### config.mk
export PLATFORM = sky130hd
export DESIGN_NAME = cov_bram_ctrl
export DESIGN_NICKNAME = d
export VERILOG_FILES = /design/src/rtl/cov_pkg.sv /design/src/rtl/cov_rd_fifo.sv /design/src/rtl/cov_bram_ctrl.sv
export SDC_FILE = /design/constraint.sdc
export NUM_CORES = 1
export LEC_CHECK = 0
export ABC_AREA = 0
export CELL_PAD_IN_SITES_DETAIL_PLACEMENT = 1
export CELL_PAD_IN_SITES_GLOBAL_PLACEMENT = 2
export CORE_MARGIN = 4
export CORE_UTILIZATION = 36
export CTS_CLUSTER_SIZE = 28
export DETAILED_ROUTE_END_ITERATION = 7
export PLACE_DENSITY_LB_ADDON = 0.1
export REMOVE_ABC_BUFFERS = 1
export SLEW_MARGIN = 40
export SYNTH_ARGS = -nofsm -noshare
export SYNTH_HDL_FRONTEND = slang
export SYNTH_HIERARCHICAL = 1
export SYNTH_SLANG_ARGS = --single-unit
### constraint.sdc
create_clock -name clk -period 9.18 [get_ports clk]
set_input_delay 1.377 -clock clk [delete_from_list [all_inputs] [get_ports clk]]
set_output_delay 1.377 -clock clk [all_outputs]
set_load 0.005 [all_outputs]
### src/rtl/cov_pkg.sv
// Shared constants and types for the covariance-matrix BRAM access path.
// Latency: n/a (types and constants only).
// Backpressure: n/a.
package cov_pkg;

  localparam int DATA_W      = 32;
  localparam int COV_ADDR_W  = 2;
  localparam int COV_DEPTH   = 4;
  localparam int BRAM_RD_LAT = 2;

  // One slot per read that can be outstanding at full throughput.
  localparam int FIFO_DEPTH  = BRAM_RD_LAT + 1;
  localparam int FIFO_CNT_W  = $clog2(FIFO_DEPTH + 1);

  typedef enum logic {
    IDLE = 1'b0,
    READ = 1'b1
  } state_t;

  typedef struct packed {
    logic [DATA_W-1:0]     data;
    logic [COV_ADDR_W-1:0] index;
  } fifo_entry_t;

endpackage

### src/rtl/cov_rd_fifo.sv
// In-order FIFO holding returned BRAM words until the eigen stage takes them.
// Latency: a pushed entry is visible at head_dat the cycle after push.
// Backpressure: none of its own; the issuer's credit rule keeps pushes within capacity.
//
// Ports: clk/rst_n (async active-low), push + push_dat, pop, head_dat (oldest entry),
//        count (number of valid entries).
module cov_rd_fifo
  import cov_pkg::*;
(
  input  logic                  clk,
  input  logic                  rst_n,
  input  logic                  push,
  input  fifo_entry_t           push_dat,
  input  logic                  pop,
  output fifo_entry_t           head_dat,
  output logic [FIFO_CNT_W-1:0] count
);

  localparam int PTR_W = $clog2(FIFO_DEPTH);

  fifo_entry_t      mem [FIFO_DEPTH];
  logic [PTR_W-1:0] wr_ptr;
  logic [PTR_W-1:0] rd_ptr;
  logic             do_push;
  logic             do_pop;

  function automatic logic [PTR_W-1:0] ptr_inc(input logic [PTR_W-1:0] p);
    return (p == PTR_W'(FIFO_DEPTH - 1)) ? '0 : p + PTR_W'(1);
  endfunction

  assign do_pop   = pop && (count != '0);
  // A push into a full FIFO is only legal when the head leaves in the same cycle.
  assign do_push  = push && ((count != FIFO_CNT_W'(FIFO_DEPTH)) || do_pop);
  assign head_dat = mem[rd_ptr];

  always_ff @(posedge clk or negedge rst_n) begin
    if (!rst_n) begin
      wr_ptr <= '0;
      rd_ptr <= '0;
      count  <= '0;
      for (int i = 0; i < FIFO_DEPTH; i++) begin
        mem[i] <= '0;
      end
    end else begin
      if (do_push) begin
        mem[wr_ptr] <= push_dat;
        wr_ptr      <= ptr_inc(wr_ptr);
      end
      if (do_pop) begin
        rd_ptr <= ptr_inc(rd_ptr);
      end
      case ({do_push, do_pop})
        2'b10:   count <= count + FIFO_CNT_W'(1);
        2'b01:   count <= count - FIFO_CNT_W'(1);
        default: count <= count;
      endcase
    end
  end

endmodule

### src/rtl/cov_bram_ctrl.sv
// Arbitrates the covariance BRAM port between engine writes and an in-order read sweep.
// Latency: rd_start in T -> first beat in T+4, one beat/cycle, done pulse after last beat.
// Backpressure: rd_ready low stalls the head beat; read issue is credit-limited so no word is lost.
//
// Ports: wr_valid/wr_ready/wr_addr/wr_data  engine write channel (IDLE only)
//        rd_start/busy/done                 sweep control and status
//        rd_valid/rd_ready/rd_data/rd_index/rd_last  output stream to eigen stage
//        bram_ena/bram_wea/bram_addra/bram_dina/bram_douta  single-port BRAM interface
module cov_bram_ctrl #(
  parameter int DATA_W = cov_pkg::DATA_W,
  parameter int ADDR_W = cov_pkg::COV_ADDR_W,
  parameter int DEPTH  = cov_pkg::COV_DEPTH,
  parameter int RD_LAT = cov_pkg::BRAM_RD_LAT
) (
  input  logic              clk,
  input  logic              rst_n,
  input  logic              wr_valid,
  output logic              wr_ready,
  input  logic [ADDR_W-1:0] wr_addr,
  input  logic [DATA_W-1:0] wr_data,
  input  logic              rd_start,
  output logic              busy,
  output logic              rd_valid,
  input  logic              rd_ready,
  output logic [DATA_W-1:0] rd_data,
  output logic [ADDR_W-1:0] rd_index,
  output logic              rd_last,
  output logic              done,
  output logic              bram_ena,
  output logic              bram_wea,
  output logic [ADDR_W-1:0] bram_addra,
  output logic [DATA_W-1:0] bram_dina,
  input  logic [DATA_W-1:0] bram_douta
);

  import cov_pkg::*;

  localparam logic [ADDR_W:0]   ISSUE_MAX = (ADDR_W + 1)'(DEPTH);
  localparam logic [ADDR_W-1:0] LAST_IDX  = ADDR_W'(DEPTH - 1);

  state_t                  state;
  logic [ADDR_W:0]         issued;       // one extra bit so it can reach DEPTH
  logic [RD_LAT-1:0]       vld_sr;       // bit i set: a read issued i+1 cycles ago
  logic [ADDR_W-1:0]       idx_sr [RD_LAT];
  logic                    wr_fire;
  logic                    issue;
  logic                    pop;
  int                      inflight;
  int                      credit_used;
  fifo_entry_t             push_dat;
  fifo_entry_t             head_dat;
  logic [FIFO_CNT_W-1:0]   fifo_count;

  // Reads on the way back plus words parked in the FIFO must fit in the FIFO;
  // a pop in this cycle frees a slot in time for the next return.
  always_comb begin
    inflight = 0;
    for (int i = 0; i < RD_LAT; i++) begin
      inflight = inflight + int'(vld_sr[i]);
    end
    credit_used = inflight + int'(fifo_count) - int'(pop);
  end

  assign wr_ready = (state == IDLE) && !rd_start;
  assign wr_fire  = wr_valid && wr_ready;
  assign issue    = (state == READ) && (issued < ISSUE_MAX) && (credit_used < RD_LAT + 1);

  // Writes and read issue never overlap: writes need IDLE, issue needs READ.
  assign bram_ena   = wr_fire || issue;
  assign bram_wea   = wr_fire;
  assign bram_addra = wr_fire ? wr_addr : issued[ADDR_W-1:0];
  assign bram_dina  = wr_fire ? wr_data : '0;

  assign rd_valid = (fifo_count != '0);
  assign rd_data  = rd_valid ? head_dat.data  : '0;
  assign rd_index = rd_valid ? head_dat.index : '0;
  assign rd_last  = rd_valid && (head_dat.index == LAST_IDX);
  assign pop      = rd_valid && rd_ready;
  assign busy     = (state == READ);

  assign push_dat = '{data: bram_douta, index: idx_sr[RD_LAT-1]};

  always_ff @(posedge clk or negedge rst_n) begin
    if (!rst_n) begin
      state  <= IDLE;
      issued <= '0;
      done   <= 1'b0;
    end else begin
      done <= 1'b0;
      case (state)
        IDLE: begin
          if (rd_start) begin
            state  <= READ;
            issued <= '0;
          end
        end
        READ: begin
          if (issue) begin
            issued <= issued + (ADDR_W + 1)'(1);
          end
          if (pop && rd_last) begin
            state <= IDLE;
            done  <= 1'b1;
          end
        end
        default: state <= IDLE;
      endcase
    end
  end

  // Tracks each issued read until its word appears on bram_douta.
  always_ff @(posedge clk or negedge rst_n) begin
    if (!rst_n) begin
      vld_sr <= '0;
      for (int i = 0; i < RD_LAT; i++) begin
        idx_sr[i] <= '0;
      end
    end else begin
      vld_sr[0] <= issue;
      idx_sr[0] <= issued[ADDR_W-1:0];
      for (int i = 1; i < RD_LAT; i++) begin
        vld_sr[i] <= vld_sr[i-1];
        idx_sr[i] <= idx_sr[i-1];
      end
    end
  end

  cov_rd_fifo u_fifo (
    .clk      (clk),
    .rst_n    (rst_n),
    .push     (vld_sr[RD_LAT-1]),
    .push_dat (push_dat),
    .pop      (pop),
    .head_dat (head_dat),
    .count    (fifo_count)
  );

endmodule

# After elaboration in Yosys (flattened, before gate mapping)
# Index checks and enable logic that the tools add are counted.
# W data, S select, Z words.
dict set report classes {
  n_reduce_logical 16
  add_sub_neg 8
  eq_ne 8
  n_bitwise 3
  n_lt_le_gt_ge 5
  mux 21
}
# cell n
set op_table {}
lappend op_table {{$bwmux W102} 1}
lappend op_table {{$mux W34} 3}
lappend op_table {{$bmux W34 S2} 1}
lappend op_table {{$demux W34 S2} 1}
lappend op_table {{$mux W32} 2}
lappend op_table {{$logic_and A1 B1 Y1} 10}
lappend op_table {{$eq A2 B2 Y1 const B} 4}
lappend op_table {{$mux W2} 4}
lappend op_table {{$add A2 B1 Y2 const B} 3}
lappend op_table {{$ge A3 B3 Y1 const B} 2}
lappend op_table {{$mux W3} 2}
lappend op_table {{$not A2 Y3} 2}
lappend op_table {{$pmux W3 S2} 1}
lappend op_table {{$lt A4 B3 Y1 const B} 1}
lappend op_table {{$mux W1} 4}
lappend op_table {{$ne A2 B2 Y1 const B} 2}
lappend op_table {{$pmux W2 S2} 1}
lappend op_table {{$reduce_bool A2 Y1} 2}
lappend op_table {{$sub A3 B1 Y4} 1}
lappend op_table {{$add A2 B2 Y3} 1}
lappend op_table {{$add A3 B1 Y3 const B} 1}
lappend op_table {{$lt A3 B1 Y1 const B} 1}
lappend op_table {{$lt A3 B3 Y1 const B} 1}
lappend op_table {{$add A1 B1 Y2} 1}
lappend op_table {{other kinds (8)} 9}
dict set report totals {
  out_inout_bits 75
  ff_bits 119
}

# Depth between registers and ports, before layout
dict set report logic_depth {
  word_depth 9
  depth_mapped 8
  ltp_nobuf 8
}

# By module
# The synthesis kept the hierarchy.
# mod n_inst cells_per_inst seq_area_each_um2 area_per_inst_um2
set by_module_without_submodules {}
lappend by_module_without_submodules {cov_rd_fifo 1 357 2702.6 5058.6}
lappend by_module_without_submodules {cov_bram_ctrl 1 129 275.3 1064.8}

# Least setup slack after synthesis
# OpenSTA, ideal clock, no wires.
dict set report synth_timing {
  path_kind {in2out}
  from {in rd_ready}
  to {out bram_ena}
  arrival_ns 3.415
  stages 7
  setup_slack_ns 4.388
  cell_sequence {nor2b_1 ha_1 fa_1 fa_1 a211oi_1 a211oi_2 a21o_1}
}
dict set report synth_via {
  elab_chain_len 5
}
# item line
set synth_rtl {}
lappend synth_rtl {{from (decl)} cov_bram_ctrl.sv:24} ;# input logic rd_ready,
lappend synth_rtl {{$logic_and A1 B1 Y1} cov_bram_ctrl.sv:78} ;# assign pop = rd_valid && rd_ready;
lappend synth_rtl {{$sub A3 B1 Y4} cov_bram_ctrl.sv:61} ;# credit_used = inflight + int'(fifo_count) - int'(pop);
lappend synth_rtl {{$lt A4 B3 Y1} cov_bram_ctrl.sv:66} ;# assign issue = (state == READ) && (issued < ISSUE_MAX) && (credit_used < RD_LAT + 1);
lappend synth_rtl {{$logic_and A1 B1 Y1} cov_bram_ctrl.sv:66}
lappend synth_rtl {{$logic_or A1 B1 Y1} cov_bram_ctrl.sv:69} ;# assign bram_ena = wr_fire || issue;
lappend synth_rtl {{to (decl)} cov_bram_ctrl.sv:29} ;# output logic bram_ena,
# Every way passes these cells.

# Final worst setup path
dict set report layout_timing {
  from {in rd_ready}
  to {out bram_ena}
}
dict set report layout_via {
  elab_chain_len 5
}
# item line
set layout_rtl {}
lappend layout_rtl {{$logic_and A1 B1 Y1} cov_bram_ctrl.sv:78}
lappend layout_rtl {{net pop} cov_bram_ctrl.sv:47} ;# logic pop;
lappend layout_rtl {{$sub A3 B1 Y4} cov_bram_ctrl.sv:61}
lappend layout_rtl {{$lt A4 B3 Y1} cov_bram_ctrl.sv:66}
lappend layout_rtl {{$logic_and A1 B1 Y1} cov_bram_ctrl.sv:66}
lappend layout_rtl {{$logic_or A1 B1 Y1} cov_bram_ctrl.sv:69}
# The timed path passes the listed nets, and every way through them passes these cells.

==> key figures <==
Timing
  – Fmax: roughly 170 MHz
  – Total Neg Setup Slack: 0 ns
  – Final-report setup violation count: 0
  – Slew at the pin with the worst max-slew slack: around 0.7 ns
  – Setup repair after global routing missed its margin: no
  – Portion of the clock cycle consumed by the worst path in the final layout: 65.5%
  – Minimum clock period after layout: about 6.0 ns
  – Worst clock skew on the final layout: just over 0.005 ns
  – Hold Vio Cnt, Final: 0
  – Relative slew slack: 52.7%
  – Pins over their slew limit: 0

Critical path
  – Critical path data required time: just under 8 ns
  – Crit path max-delay cell type: clkdlybuf4s50_1
  – Arrival time worst endpoint: 4.63 ns
  – Endpoint type of the worst setup path: primary output
  – Type of the worst setup path: in -> out
  – Delay-heaviest family, CP: adder cells
  – Worst Setup Start Kind: input pin
  – Max incr delay on CP: 0.47 ns
  – Buffers plus inverters on the worst setup path: 2
  – Maximum net fanout on the critical path: 6
  – Worst path cell trace: clkdlybuf4s50_1 -> nor2b_1 -> ha_1 -> fa_1 -> fa_1 -> a211oi_1 -> a211oi_2 -> a21o_1 -> clkdlybuf4s50_1

Floorplanning
  – Boundary Pins: around 150
  – Die boundary height: 138 microns
  – Floorplan die area: approximately 19000 sq um
  – Horizontal extent of the die: 138 microns
  – Starting density of the core: 36.8%
  – Std-Cell Rows: 47
  – Placeable Area: 16600 sq um

Yosys
  – Cells after Synth: 486
  – Cell area after technology mapping: 6120 sq um
  – Post-synth cell types: 38
  – Post-synthesis register bit count: 119
  – Proportion of synthesized chip area in sequential cells: 48.6%
  – Mean post-synth cell area: 12.6 sq um
  – Yosys Warn Count: 6

Clocking
  – Maximum clock path buffer count: 2
  – CTS resizes: 0
  – Setup fix buffers added after clock tree synthesis: 0
  – Inserted Clock Buffers: 17
  – Number of buffers inserted by hold repair at cts: 0
  – CTS Sinks: between 100 and 150
  – Level count of the clock H-tree: 4
  – Clock tree root buffer cell: clkbuf_16
  – Reg clk slew, reported paths: 0.05 ns
  – Source-to-sink clock delay at the later pin of the worst-skew pair: 0.41 ns
  – Clock tree from TritonCTS: built

Cells and area
  – Post-synthesis to final-layout area growth: 35.9%
  – # fillers: approximately 1700
  – End-of-flow core utilization: ~50%
  – Post-Layout Inst Area: ~8300 sq um
  – Count of placed standard cells in the final layout, fillers left out: 858
  – Final-stage net count: 702
  – Share of cells above drive strength 1: approximately a quarter
  – Antenna Cells: 0

Global routing
  – Number of antenna violations at the first check in global routing: 0
  – Largest net degree at the start of global routing: 75
  – Met1 track demand over resource: 20.9%
  – Overall fraction of global-route tracks in use: between 15 and 20%
  – Met3 Resource Use GR: approximately 6.7%
  – Overall overflow remaining after global route: 0
  – Via count of the first global-routing pass: just under 5000
  – Met2 Track Usage GR: 29.0%
  – Wire length of the first global-routing pass: 26.5 mm
  – Highest-utilization routing layer at the global route stage: met2

Routing
  – Post-detailed-route count of antenna-violating nets: 0
  – TritonRoute pass-1 iters: 4
  – Routed length per instance: 18.6 microns
  – WL final: 16.0 mm
  – Total number of vias: 4233
  – DRC: 0
  – Average vias per placed instance: 4.93
  – Number of DRC violations after detailed-routing iteration 0: between 150 and 200

Power and ir drop
  – Net switching power figure: 828 uW
  – Seq pwr share: 34.7%
  – Peak VDD IR: about 0.00014 V
  – Leakage power: 3.64 nW
  – Overall Power: 2.70 mW
  – Switching fraction of total power: 30.6%
  – Int Pwr: 1.87 mW
  – Power density cells: 325 nW/um^2
  – Clock share of power: about a quarter
  – Part of the power in combinational logic: a little over two fifths

Placed design
  – Detailed Place HPWL: 10.4 mm
  – Area of placed instances: 7750 sq um
  – I/O Buffers: around 150
  – Final weighted congestion of routability-driven global placement: between 0.7 and 0.8
  – Cell count after placement: roughly 830

Status
  – Result of the run: finished, final reports clean

Job
  – Number of max-cap violations: 0

Hold path
  – Class of the most critical hold timing path: reg -> reg
==> power by group through the flow <==
| stage | logic (mW) | clock network, mW | registers (mW) |
|---|---|---|---|
| final | 1.13 | 0.638 | 0.938 |
| after CTS | 1.15 | 0.658 | 0.938 |
| after global placement | 1.07 | 0 | 0.921 |
| after global routing | 1.23 | 0.685 | 0.970 |
| after detailed placement | 1.14 | 0 | 0.939 |
| after floorplan | 0.678 | 0 | 0.922 |
==> layout make-up <==
cell class | instances | area (sq um) | area share [%]
Sequential cell | 119 | 2980 | 35.8
Inverter | 7 | 26.3 | 0.316
Multi-Input combinational cell | 326 | 2890 | 34.7
Clock inverter | 9 | 100 | 1.20
Timing Repair Buffer | 155 | 1580 | 19.0
Tap cell | 220 | 275 | 3.31
Clock buffer | 22 | 474 | 5.70
==> registers in the layout, indices dropped and copies added, names as in the netlist <==
register       count
vld_sr             2
u_fifo/count       2
issued             3
done               1
u_fifo/mem       102
u_fifo/wr_ptr      2
busy               1
idx_sr             4
u_fifo/rd_ptr      2
==> final timing paths <==
path / startpoint / endpoint / slack, ns / cells past startpoint
min in group asynchronous: rst_n / u_fifo/mem[66] / 0.99 / 1
min: idx_sr[2] / idx_sr[0] / 0.34 / 0
max: rd_ready / bram_ena / 3.17 / 9
max in group asynchronous: rst_n / u_fifo/rd_ptr[1] / 7.06 / 2
min reg2reg: idx_sr[2] / idx_sr[0] / 0.34 / 0
max reg2reg: u_fifo/count[1] / issued[1] / 5.94 / 8
==> per-stage QoR <==
stage	setup slack (ns)	hold WS, ns
CTS	3.12	0.347
floorplan	4.39	0.331
global route	2.97	0.353
detailed placement	3.13	0.337
finish	3.17	0.345
global placement	3.32	0.332
==> per-layer routing <==
layer	share of wire, %	vias up
met2	49	120
li1	-	1975
met1	44	2130
met3	6.4	8
met4	0.66	0
met5	0	-
==> synthesized netlist by cell type <==
cell	n	share of area (%)
dfrtp_1	119	49
mux2_4	61	15
mux2_2	44	8.1
nand2_1	43	2.6
nor2b_1	36	3.7
o21ai_0	36	2.9
mux2i_1	34	5.6
and3_1	33	3.4
buf_2	14	1.1
clkbuf_1	10	0.61
buf_6	6	1.1
inv_1	6	0.37
a21o_1	3	0.37
buf_12	3	0.98
ha_1	3	0.61
nand2b_1	3	0.31
nor2_1	3	0.18
o211ai_1	3	0.37
a2111o_1	2	0.37
a21oi_1	2	0.16
and2_1	2	0.20
and4b_1	2	0.33
fa_1	2	0.65
xor2_1	2	0.29
a211oi_1	1	0.12
a211oi_2	1	0.20
a21bo_2	1	0.16
a21boi_0	1	0.12
a31o_1	1	0.14
and4bb_1	1	0.20
buf_4	1	0.12
inv_2	1	0.061
nand3_2	1	0.16
nand3b_4	1	0.33
nor2_2	1	0.10
nor2_4	1	0.18
nor3_1	1	0.082
o21ai_1	1	0.082
==> cell families after synthesis <==
family                     Yosys count  synth area share (%)
buffers and inverters               41                  4.39
DFF                                119                  48.6
xor gates and xnor gates             2                 0.286
and+or+nand+nor                    128                  11.8
AOI/OAI and AO/OA                   52                  5.05
adders and majority gates            5                  1.27
muxes                              139                  28.6
==> placed cells by master, fill, tap and decap left out, types with 3 or more instances in the layout <==
cell             instances
clkdlybuf4s50_1        143
dfrtp_1                118
mux2_4                  61
mux2_2                  44
nand2_1                 43
o21ai_0                 36
nor2b_1                 35
mux2i_1                 34
and3_1                  33
clkbuf_16               17
inv_1                    6
buf_4                    6
clkinv_2                 5
a21o_1                   3
nor2_1                   3
o211ai_1                 3
nand2b_1                 3
ha_1                     3
clkbuf_8                 3
Power figures use the tool's default switching activity.
